`config.mk`:
```
export PLATFORM = sky130hd
export DESIGN_NAME = cby_param_ccff_flat
export DESIGN_NICKNAME = d
export VERILOG_FILES = /design/src/rtl/cby_param_ccff_pkg.sv /design/src/rtl/cby_param_ccff_if.sv /design/src/rtl/cby_ipin_mux.sv /design/src/rtl/cby_param_ccff.sv /design/src/flat_wrapper.sv
export SDC_FILE = /design/constraint.sdc
export NUM_CORES = 1
export LEC_CHECK = 0
export CORE_MARGIN = 5
export CORE_UTILIZATION = 51
export DETAILED_ROUTE_END_ITERATION = 7
export PLACE_DENSITY = 0.76
export SLEW_MARGIN = 15
export SYNTH_ARGS = -nofsm -noshare
export SYNTH_HDL_FRONTEND = slang
export SYNTH_SLANG_ARGS = --single-unit
export TNS_END_PERCENT = 1
```
`constraint.sdc`:
```
create_clock -name prog_clk -period 1.8 [get_ports prog_clk]
set_input_delay 0.18 -clock prog_clk [delete_from_list [all_inputs] [get_ports prog_clk]]
set_output_delay 0.18 -clock prog_clk [all_outputs]
set_load 0.05 [all_outputs]
```
`src/rtl/cby_param_ccff_pkg.sv`:
```
// Shared defaults and select-width helper for the Y-channel connection block.
package cby_param_ccff_pkg;

  localparam int DEF_CHAN_WIDTH   = 9;
  localparam int DEF_NUM_IPIN     = 7;
  localparam int DEF_MUX_SIZE     = 6;
  localparam int DEF_TRACK_STRIDE = 4;

  function automatic int clog2(input int n);
    int r;
    r = 0;
    for (int i = 0; i < 31; i++) begin
      if ((1 << i) < n) r = i + 1;
    end
    return r;
  endfunction

endpackage

```
`src/rtl/cby_param_ccff_if.sv`:
```
// Track, configuration-chain and pin signals of the connection block.
interface cby_param_ccff_if
  import cby_param_ccff_pkg::*;
#(
  parameter int CHAN_WIDTH = DEF_CHAN_WIDTH,
  parameter int NUM_IPIN   = DEF_NUM_IPIN
) ();

  logic [CHAN_WIDTH-1:0] chany_bottom_in;
  logic [CHAN_WIDTH-1:0] chany_top_in;
  logic [CHAN_WIDTH-1:0] chany_bottom_out;
  logic [CHAN_WIDTH-1:0] chany_top_out;
  logic                  ccff_head;
  logic                  ccff_en;
  logic                  cfg_commit;
  logic [NUM_IPIN-1:0]   ipin_out;
  logic                  ccff_tail;
  logic                  cfg_done;
  logic                  cfg_valid;

  modport master (
    output chany_bottom_in, chany_top_in, ccff_head, ccff_en, cfg_commit,
    input  chany_bottom_out, chany_top_out, ipin_out, ccff_tail, cfg_done, cfg_valid
  );

  modport slave (
    input  chany_bottom_in, chany_top_in, ccff_head, ccff_en, cfg_commit,
    output chany_bottom_out, chany_top_out, ipin_out, ccff_tail, cfg_done, cfg_valid
  );

endinterface

```
`src/rtl/cby_ipin_mux.sv`:
```
// One grid-pin selector: combinational, forced low when disabled or the select is out of range.
module cby_ipin_mux #(
  parameter int MUX_SIZE = 6,
  parameter int SEL_W    = 3
) (
  input  logic [MUX_SIZE-1:0] data,
  input  logic [SEL_W-1:0]    sel,
  input  logic                enable,
  output logic                pin
);

  always_comb begin
    pin = 1'b0;
    if (enable) begin
      for (int i = 0; i < MUX_SIZE; i++) begin
        if (sel == SEL_W'(i)) pin = data[i];
      end
    end
  end

endmodule

```
`src/rtl/cby_param_ccff.sv`:
```
// Connection block: serial config chain with shadow/active selects; pins combinational from tracks,
// config takes effect one prog_clk edge after commit. No backpressure.
module cby_param_ccff
  import cby_param_ccff_pkg::*;
#(
  parameter int CHAN_WIDTH   = DEF_CHAN_WIDTH,
  parameter int NUM_IPIN     = DEF_NUM_IPIN,
  parameter int MUX_SIZE     = DEF_MUX_SIZE,
  parameter int TRACK_STRIDE = DEF_TRACK_STRIDE
) (
  input  logic             prog_clk,
  input  logic             prog_reset_n,
  cby_param_ccff_if.slave  bus
);

  localparam int SEL_W     = clog2(MUX_SIZE);
  localparam int CHAIN_LEN = NUM_IPIN * SEL_W;
  localparam int CNT_W     = clog2(CHAIN_LEN + 1);

  logic [CHAIN_LEN-1:0] chain;
  logic [SEL_W-1:0]     active_sel [NUM_IPIN];
  logic [CNT_W-1:0]     cnt;
  logic                 tail;
  logic                 valid;
  logic [NUM_IPIN-1:0]  ipin;

  assign bus.chany_top_out    = bus.chany_bottom_in;
  assign bus.chany_bottom_out = bus.chany_top_in;

  // Commit samples the chain before any same-edge shift, so a commit+shift
  // activates the old contents and the counter restarts at one.
  always_ff @(posedge prog_clk or negedge prog_reset_n) begin
    if (!prog_reset_n) begin
      chain <= '0;
      tail  <= 1'b0;
      cnt   <= '0;
      valid <= 1'b0;
      for (int k = 0; k < NUM_IPIN; k++) active_sel[k] <= '0;
    end else begin
      if (bus.ccff_en) begin
        chain <= {chain[CHAIN_LEN-2:0], bus.ccff_head};
        tail  <= chain[CHAIN_LEN-1];
      end
      if (bus.cfg_commit) begin
        for (int k = 0; k < NUM_IPIN; k++) active_sel[k] <= chain[k*SEL_W +: SEL_W];
        valid <= 1'b1;
        cnt   <= {{(CNT_W-1){1'b0}}, bus.ccff_en};
      end else if (bus.ccff_en && (cnt != CNT_W'(CHAIN_LEN))) begin
        cnt <= cnt + CNT_W'(1);
      end
    end
  end

  assign bus.ccff_tail = tail;
  assign bus.cfg_valid = valid;
  assign bus.cfg_done  = (cnt == CNT_W'(CHAIN_LEN));

  for (genvar k = 0; k < NUM_IPIN; k++) begin : g_pin
    logic [MUX_SIZE-1:0] mux_data;

    for (genvar j = 0; j < MUX_SIZE/2; j++) begin : g_pair
      localparam int TRACK = (k + j*TRACK_STRIDE) % CHAN_WIDTH;
      assign mux_data[2*j]   = bus.chany_bottom_in[TRACK];
      assign mux_data[2*j+1] = bus.chany_top_in[TRACK];
    end

    cby_ipin_mux #(
      .MUX_SIZE (MUX_SIZE),
      .SEL_W    (SEL_W)
    ) u_mux (
      .data   (mux_data),
      .sel    (active_sel[k]),
      .enable (valid),
      .pin    (ipin[k])
    );
  end

  assign bus.ipin_out = ipin;

endmodule

```
`src/flat_wrapper.sv`:
```
// flat-port wrapper written by rule: the top's interface ports become plain ports
module cby_param_ccff_flat import cby_param_ccff_pkg::*;
#(
  parameter int CHAN_WIDTH   = DEF_CHAN_WIDTH,
  parameter int NUM_IPIN     = DEF_NUM_IPIN,
  parameter int MUX_SIZE     = DEF_MUX_SIZE,
  parameter int TRACK_STRIDE = DEF_TRACK_STRIDE
)
  (prog_clk, prog_reset_n, bus_chany_bottom_in, bus_chany_top_in, bus_ccff_head, bus_ccff_en, bus_cfg_commit, bus_chany_bottom_out, bus_chany_top_out, bus_ipin_out, bus_ccff_tail, bus_cfg_done, bus_cfg_valid);
  cby_param_ccff_if #(.CHAN_WIDTH(CHAN_WIDTH), .NUM_IPIN(NUM_IPIN)) bus_i ();
  input  logic prog_clk;
  input  logic prog_reset_n;
  input wire logic [$bits(bus_i.chany_bottom_in)-1:0] bus_chany_bottom_in;
  input wire logic [$bits(bus_i.chany_top_in)-1:0] bus_chany_top_in;
  input wire logic [$bits(bus_i.ccff_head)-1:0] bus_ccff_head;
  input wire logic [$bits(bus_i.ccff_en)-1:0] bus_ccff_en;
  input wire logic [$bits(bus_i.cfg_commit)-1:0] bus_cfg_commit;
  output wire logic [$bits(bus_i.chany_bottom_out)-1:0] bus_chany_bottom_out;
  output wire logic [$bits(bus_i.chany_top_out)-1:0] bus_chany_top_out;
  output wire logic [$bits(bus_i.ipin_out)-1:0] bus_ipin_out;
  output wire logic [$bits(bus_i.ccff_tail)-1:0] bus_ccff_tail;
  output wire logic [$bits(bus_i.cfg_done)-1:0] bus_cfg_done;
  output wire logic [$bits(bus_i.cfg_valid)-1:0] bus_cfg_valid;
  assign bus_i.chany_bottom_in = bus_chany_bottom_in;
  assign bus_i.chany_top_in = bus_chany_top_in;
  assign bus_i.ccff_head = bus_ccff_head;
  assign bus_i.ccff_en = bus_ccff_en;
  assign bus_i.cfg_commit = bus_cfg_commit;
  assign bus_chany_bottom_out = bus_i.chany_bottom_out;
  assign bus_chany_top_out = bus_i.chany_top_out;
  assign bus_ipin_out = bus_i.ipin_out;
  assign bus_ccff_tail = bus_i.ccff_tail;
  assign bus_cfg_done = bus_i.cfg_done;
  assign bus_cfg_valid = bus_i.cfg_valid;
  cby_param_ccff #(.CHAN_WIDTH(CHAN_WIDTH), .NUM_IPIN(NUM_IPIN), .MUX_SIZE(MUX_SIZE), .TRACK_STRIDE(TRACK_STRIDE)) u_core (.prog_clk(prog_clk), .prog_reset_n(prog_reset_n), .bus(bus_i));
endmodule
```
Word level (Yosys, flattened, before mapping)
Index checks and enable logic that the tools add are counted.
{ "totals": {"out_inout_bits": 28, "inputBits": 23, "elab_cells": 109, "ff_bits": 49} }
{ "classes": {"eq_ne": 37, "addsub": 1, "n_reduce_logical": 9, "muxes": 51} }
{ "ops": {"columns": ["op", "n"], "rows": [
  ["$mux 1", 49],
  ["$eq 3x2->1 const B", 14],
  ["$eq 3x3->1 const B", 14],
  ["$eq 3x1->1 const B", 7],
  ["$logic_not 3->1", 7],
  ["$mux 5", 2],
  ["$add 5x1->5 const B", 1],
  ["$eq 5x5->1 const B", 1],
  ["$ne 5x5->1 const B", 1],
  ["$reduce_bool 2->1", 1],
  ["$logic_and 1x1->1", 1]
]} }

Depth between registers and ports, before layout
Gate-level depths: netlist of run 1.
{ "logic_depth": {"ltp_word": 8, "ltp_mapped": 6, "ltp_nobuf": 6} }

By module
A second synthesis of run 1 with hierarchy kept.
{ "hier_totals": {"cells_unflattened": 175, "hier_area_um2": 2411.1} }
{ "modules_own_cells": {"columns": ["module", "n_inst", "area_each_um2", "cells_each", "seq_area_each_um2"], "rows": [
  ["cby_param_ccff", 1, 2034.5, 140, 1226.2],
  ["cby_ipin_mux", 7, 53.8, 5, 0.0]
]} }

Worst setup path before layout of run 1
Ideal clock, no wire load.
{ "synth_timing": {"path_type": "register to output", "start": "register u_core.valid (netlist: u_core.bus.cfg_valid)", "end": "output port bus_ipin_out[1]", "path_slack_ps": 205, "t_arrival_ps": 1415, "n_path_buf": 2, "required_time_ps": 1620, "path_stages_with_launch": 5, "cell_sequence": "dfrtp_1 buf_2 nand2_1 o31ai_1 buf_4"} }
{ "synth_between": {"elab_chain_cells": 1} }
{ "synth_lines": {"columns": ["element", "line", "rtl"], "rows": [
  ["start: declaration", "cby_param_ccff.sv:24", "logic valid;"],
  ["start signal: assignment", "cby_param_ccff.sv:37", "valid <= 1'b0;"],
  ["start signal: assignment", "cby_param_ccff.sv:46", "valid <= 1'b1;"],
  ["$mux 1", "cby_ipin_mux.sv:14", "if (enable) begin"],
  ["end: declaration", "flat_wrapper.sv:20", "output wire logic [$bits(bus_i.ipin_out)-1:0] bus_ipin_out;"]
]} }
Every way passes these cells.

Worst setup path after layout of run 1
{ "layout_timing": {"start": "register u_core.active_sel[9] (netlist name)", "end": "output port bus_ipin_out[3]"} }
{ "layout_between": {"elab_chain_cells": 8, "elab_cells_between_ends": 13, "classes_between": "eq/ne (5); mux (7); reduce/logical (1)"} }
{ "layout_lines": {"columns": ["element", "line", "rtl"], "rows": [
  ["start: declaration", "cby_param_ccff.sv:21", "logic [SEL_W-1:0] active_sel [NUM_IPIN];"],
  ["$logic_not 3->1", "cby_ipin_mux.sv:16", "if (sel == SEL_W'(i)) pin = data[i];"],
  ["$mux 1 (5 in series)", "cby_ipin_mux.sv:16", null],
  ["$mux 1 (*)", "cby_ipin_mux.sv:16", null],
  ["$mux 1 (*)", "cby_ipin_mux.sv:14", null]
]} }
Mark *: on every way between the ends. The rest lies on a longest branch, timed or not.

==> results of run 1 <==
==> cells by family after synthesis <==
family,Yosys count
compound gates,14
buf+inv,35
fa+ha+maj,2
simple gates,24
xor+xnor,1
mux,58
flops,49
==> layer usage <==
metal	vias to the layer above	track usage	part of all wire
li1	722	-	-
met1	800	0.218	0.40
met2	46	0.304	0.53
met3	11	0.0440	0.055
met4	0	0.0773	0.021
met5	-	0	0
==> power by group <==
group	total (mW)	switching [mW]	internal [mW]
clock	0.615	0.340	0.275
combinational	1.83	0.885	0.947
sequential	1.86	0.348	1.52
total	4.31	1.57	2.74
==> layout by cell type, fill, tap and decap left out <==
cell and n:
buf_2 1, dfrtp_1 48, ha_1 2, nand3_1 1, or2_2 1, a311oi_1 1
nor3_1 1, mux2_2 43, a21oi_1 5, mux4_2 7, mux2i_1 8, xor2_1 1
nand4b_4 1, nand2_1 8, dfrtp_2 1, nand4_1 2, clkbuf_8 5, buf_4 27
buf_6 2, o31ai_1 4, clkdlybuf4s50_1 22, clkbuf_1 2, nand3b_1 7, clkinvlp_4 1
o31ai_2 3, inv_1 2, inv_4 1, dlygate4sd3_1 1, or3_1 1, o21ai_0 1
buf_12 16, nor2_1 2
==> worst register-to-register path, stage by stage (launching register included) <==
cell and delay (ns):
dfrtp_1 0.44, ha_1 0.26, nand4b_4 0.14, inv_4 0.06, or3_1 0.35, a21oi_1 0.15
==> layout make-up <==
class / instances / area, um2
Inverter: 3 / 13.8
Fill cell: 348 / 1510
Tap cell: 54 / 67.6
Clock inverter: 1 / 7.51
Multi-Input combinational cell: 99 / 1010
Clock buffer: 7 / 76.3
Timing Repair Buffer: 69 / 781
Sequential cell: 49 / 1230
==> through the flow <==
| step | TNS (ns) | std cells |
|---|---|---|
| global placement | 0 | 268 |
| global route | -0.101 | 282 |
| CTS | -0.0539 | 277 |
| floorplan | 0 | 183 |
| detailed placement | 0 | 268 |
| finish | 0 | 282 |
==> sequential cells by signal, summed over array words and instances (netlist names) <==
register	count
u_core.chain	21
u_core.bus.cfg_valid	1
u_core.bus.ccff_tail	1
u_core.active_sel	21
u_core.cnt	5
==> worst max path at each step <==
stage | from | to | slack [ns] | cells past startpoint
final | u_core.active_sel[9] | bus_ipin_out[3] | 0.02 | 4
after global routing | u_core.active_sel[9] | bus_ipin_out[3] | -0.04 | 4
after CTS | u_core.active_sel[3] | bus_ipin_out[5] | -0.02 | 4
after detailed placement | bus_chany_top_in[0] | bus_ipin_out[0] | 0.02 | 6
after global placement | bus_chany_top_in[4] | bus_ipin_out[5] | 0.03 | 5
after floorplan | u_core.bus.cfg_valid | bus_ipin_out[1] | 0.21 | 4
==> repair_timing <==
item,4_1_cts,5_1_grt
hold endpoints to repair,20,0
hold buffers,1,0
setup endpoints to repair,5,7
gates resized for setup,1,5
buffers inserted,1,5
==> impl_results.md, run 1 <==
- Crit path buf inv count: 1
- Yosys reg bits: 49
- Worst-case reg-to-reg path depth: 5
- Worst Path Arrival: ~1.6 ns
- Total number of yosys warnings: 0
- Ant diodes: 0
- CTS tree: yes
- Clk_lat worst skew: ~0.3 ns
- Post-synthesis cell count: ~180
- EDFF count, synth: 0
- I/O pins: 51
- Seq/Total Area, Yosys: 0.498
- Peak Freq: roughly 0.56 GHz
- Pwr per Cell Area: 1350 mW/mm2
- Kind of start point of the critical path: flip-flop
- WL/cell: about 18 um
- Simple-gate share of the synthesized area: 0.0604
- Synth cell types: 23
- Congestion Overflow GR: 0
- Skew final: approximately 0.0084 ns
- Post-synth top area share: 0.498
- Synth area leaders: dfrtp_1, mux2_2, buf_4
- Crit path cell chain: mux4_2 -> nand3b_1 -> o31ai_1 -> buf_4
- Initial DRT Pass Iterations: 5
- Most frequent cells after synthesis: dfrtp_1, mux2_2, buf_4
- Post-route cell area: around 0.0032 mm2
- Asr flop ratio synth: 1.00
- Worst setup EP type: primary output
- DRC errors left: 0
- # setup viols final: 0
- Slew HR: 0.656
- Mapped Area: approximately 0.0025 mm2
- Period Utilization, post-route: 0.988
- Largest net degree at the start of global routing: 30
- Worst slack at placement: between 0.02 and 0.025 ns
- R2R Setup Slk: 0.34 ns
- Proportion of synthesized area in mux cells: 0.293
- Delay-heaviest family, CP: multiplexers
- Initial antenna violation count: 0
- Core area: about 0.0047 mm2
- Die width: just under 80 um
- Final Hold Viols: 0
- Share of cells above drive strength 1: 0.478
- Critical-path top delay cell: mux4_2
- Util after Layout: 0.679
- Worst Path Required: 1.62 ns
- Vias/cell: 5.60
- Min Hold Slack: between 0.3 and 0.4 ns
- CP peak stage delay: approximately 0.53 ns
- CTS buffer count: 5
- Root buffer cell: clkbuf_8
- Placer Congestion: 0.800
- Status: finished clean
- Die Span Y: just under 80 um
- Detailed-route via count: about 1600
- Vias in the first global route: 1661
- Critical Path Fanout Max: 3
- Worst Hold Class: primary input to asynchronous set/reset pin
- Post-synth top flop: dfrtp_1
- Longest Clk Path Bufs: 2
- Reg-to-reg endpoint: u_core.cnt[3]
- Tmin final: around 1.8 ns
- Worst R2R Start: u_core.cnt[0]
- Detailed Route Iter0 Violations: 53
- Final slew viol count: 0
- RSZ-0062 raised after global routing: yes
- Area growth syn-to-layout: 29.3%
- Cell taking the most area after synthesis: dfrtp_1
- Tightest Pin Transition: just over 0.5 ns
- # rows: 25
- Clock Sinks: between 40 and 50
- Placed instance area: ~0.003 mm2
- Post-Route WL: 5170 um
- Max_cap viols: 0
- Synth Area in Compound Gates: 0.0371
- Worst setup margin: approximately 0.021 ns
- Hpwl dp: 3880 um
- Antenna-violating nets left: 0
- XOR/XNOR Fraction of Synth Area: 0.00356
- Worst Setup Path Type: flip-flop to primary output
- Synthesized Nets: roughly 210
- Overall power: roughly 4.3 mW
- Initial Util: 0.525
- Total die area: between 0.006 and 0.007 mm2
- LEAKAGE: roughly 1.4 nW
- CTS H-tree depth: 2
- First-pass GRT wire length: 8590 um
- Worst-path clk slew: 0.08 ns
- VDD IR-drop max: 689 uV
- IO buf count: 50
- Top-count cell post-synth: dfrtp_1
- Final #Nets: between 200 and 300
- Total global-route track usage: 0.180
- Main combinational cell family by area after synthesis: multiplexers
- Syn_area_per_cell: 13.5 um2
- Synth Area in Adders: 0.0102
(Power assumes the default switching activity.)
==> run 2: changes to the inputs <==
HOLD_SLACK_MARGIN = 0.05   (was not set)
==> results of run 2 <==
Same layout as run 1: the final DEF is identical, and so are final timing and power.
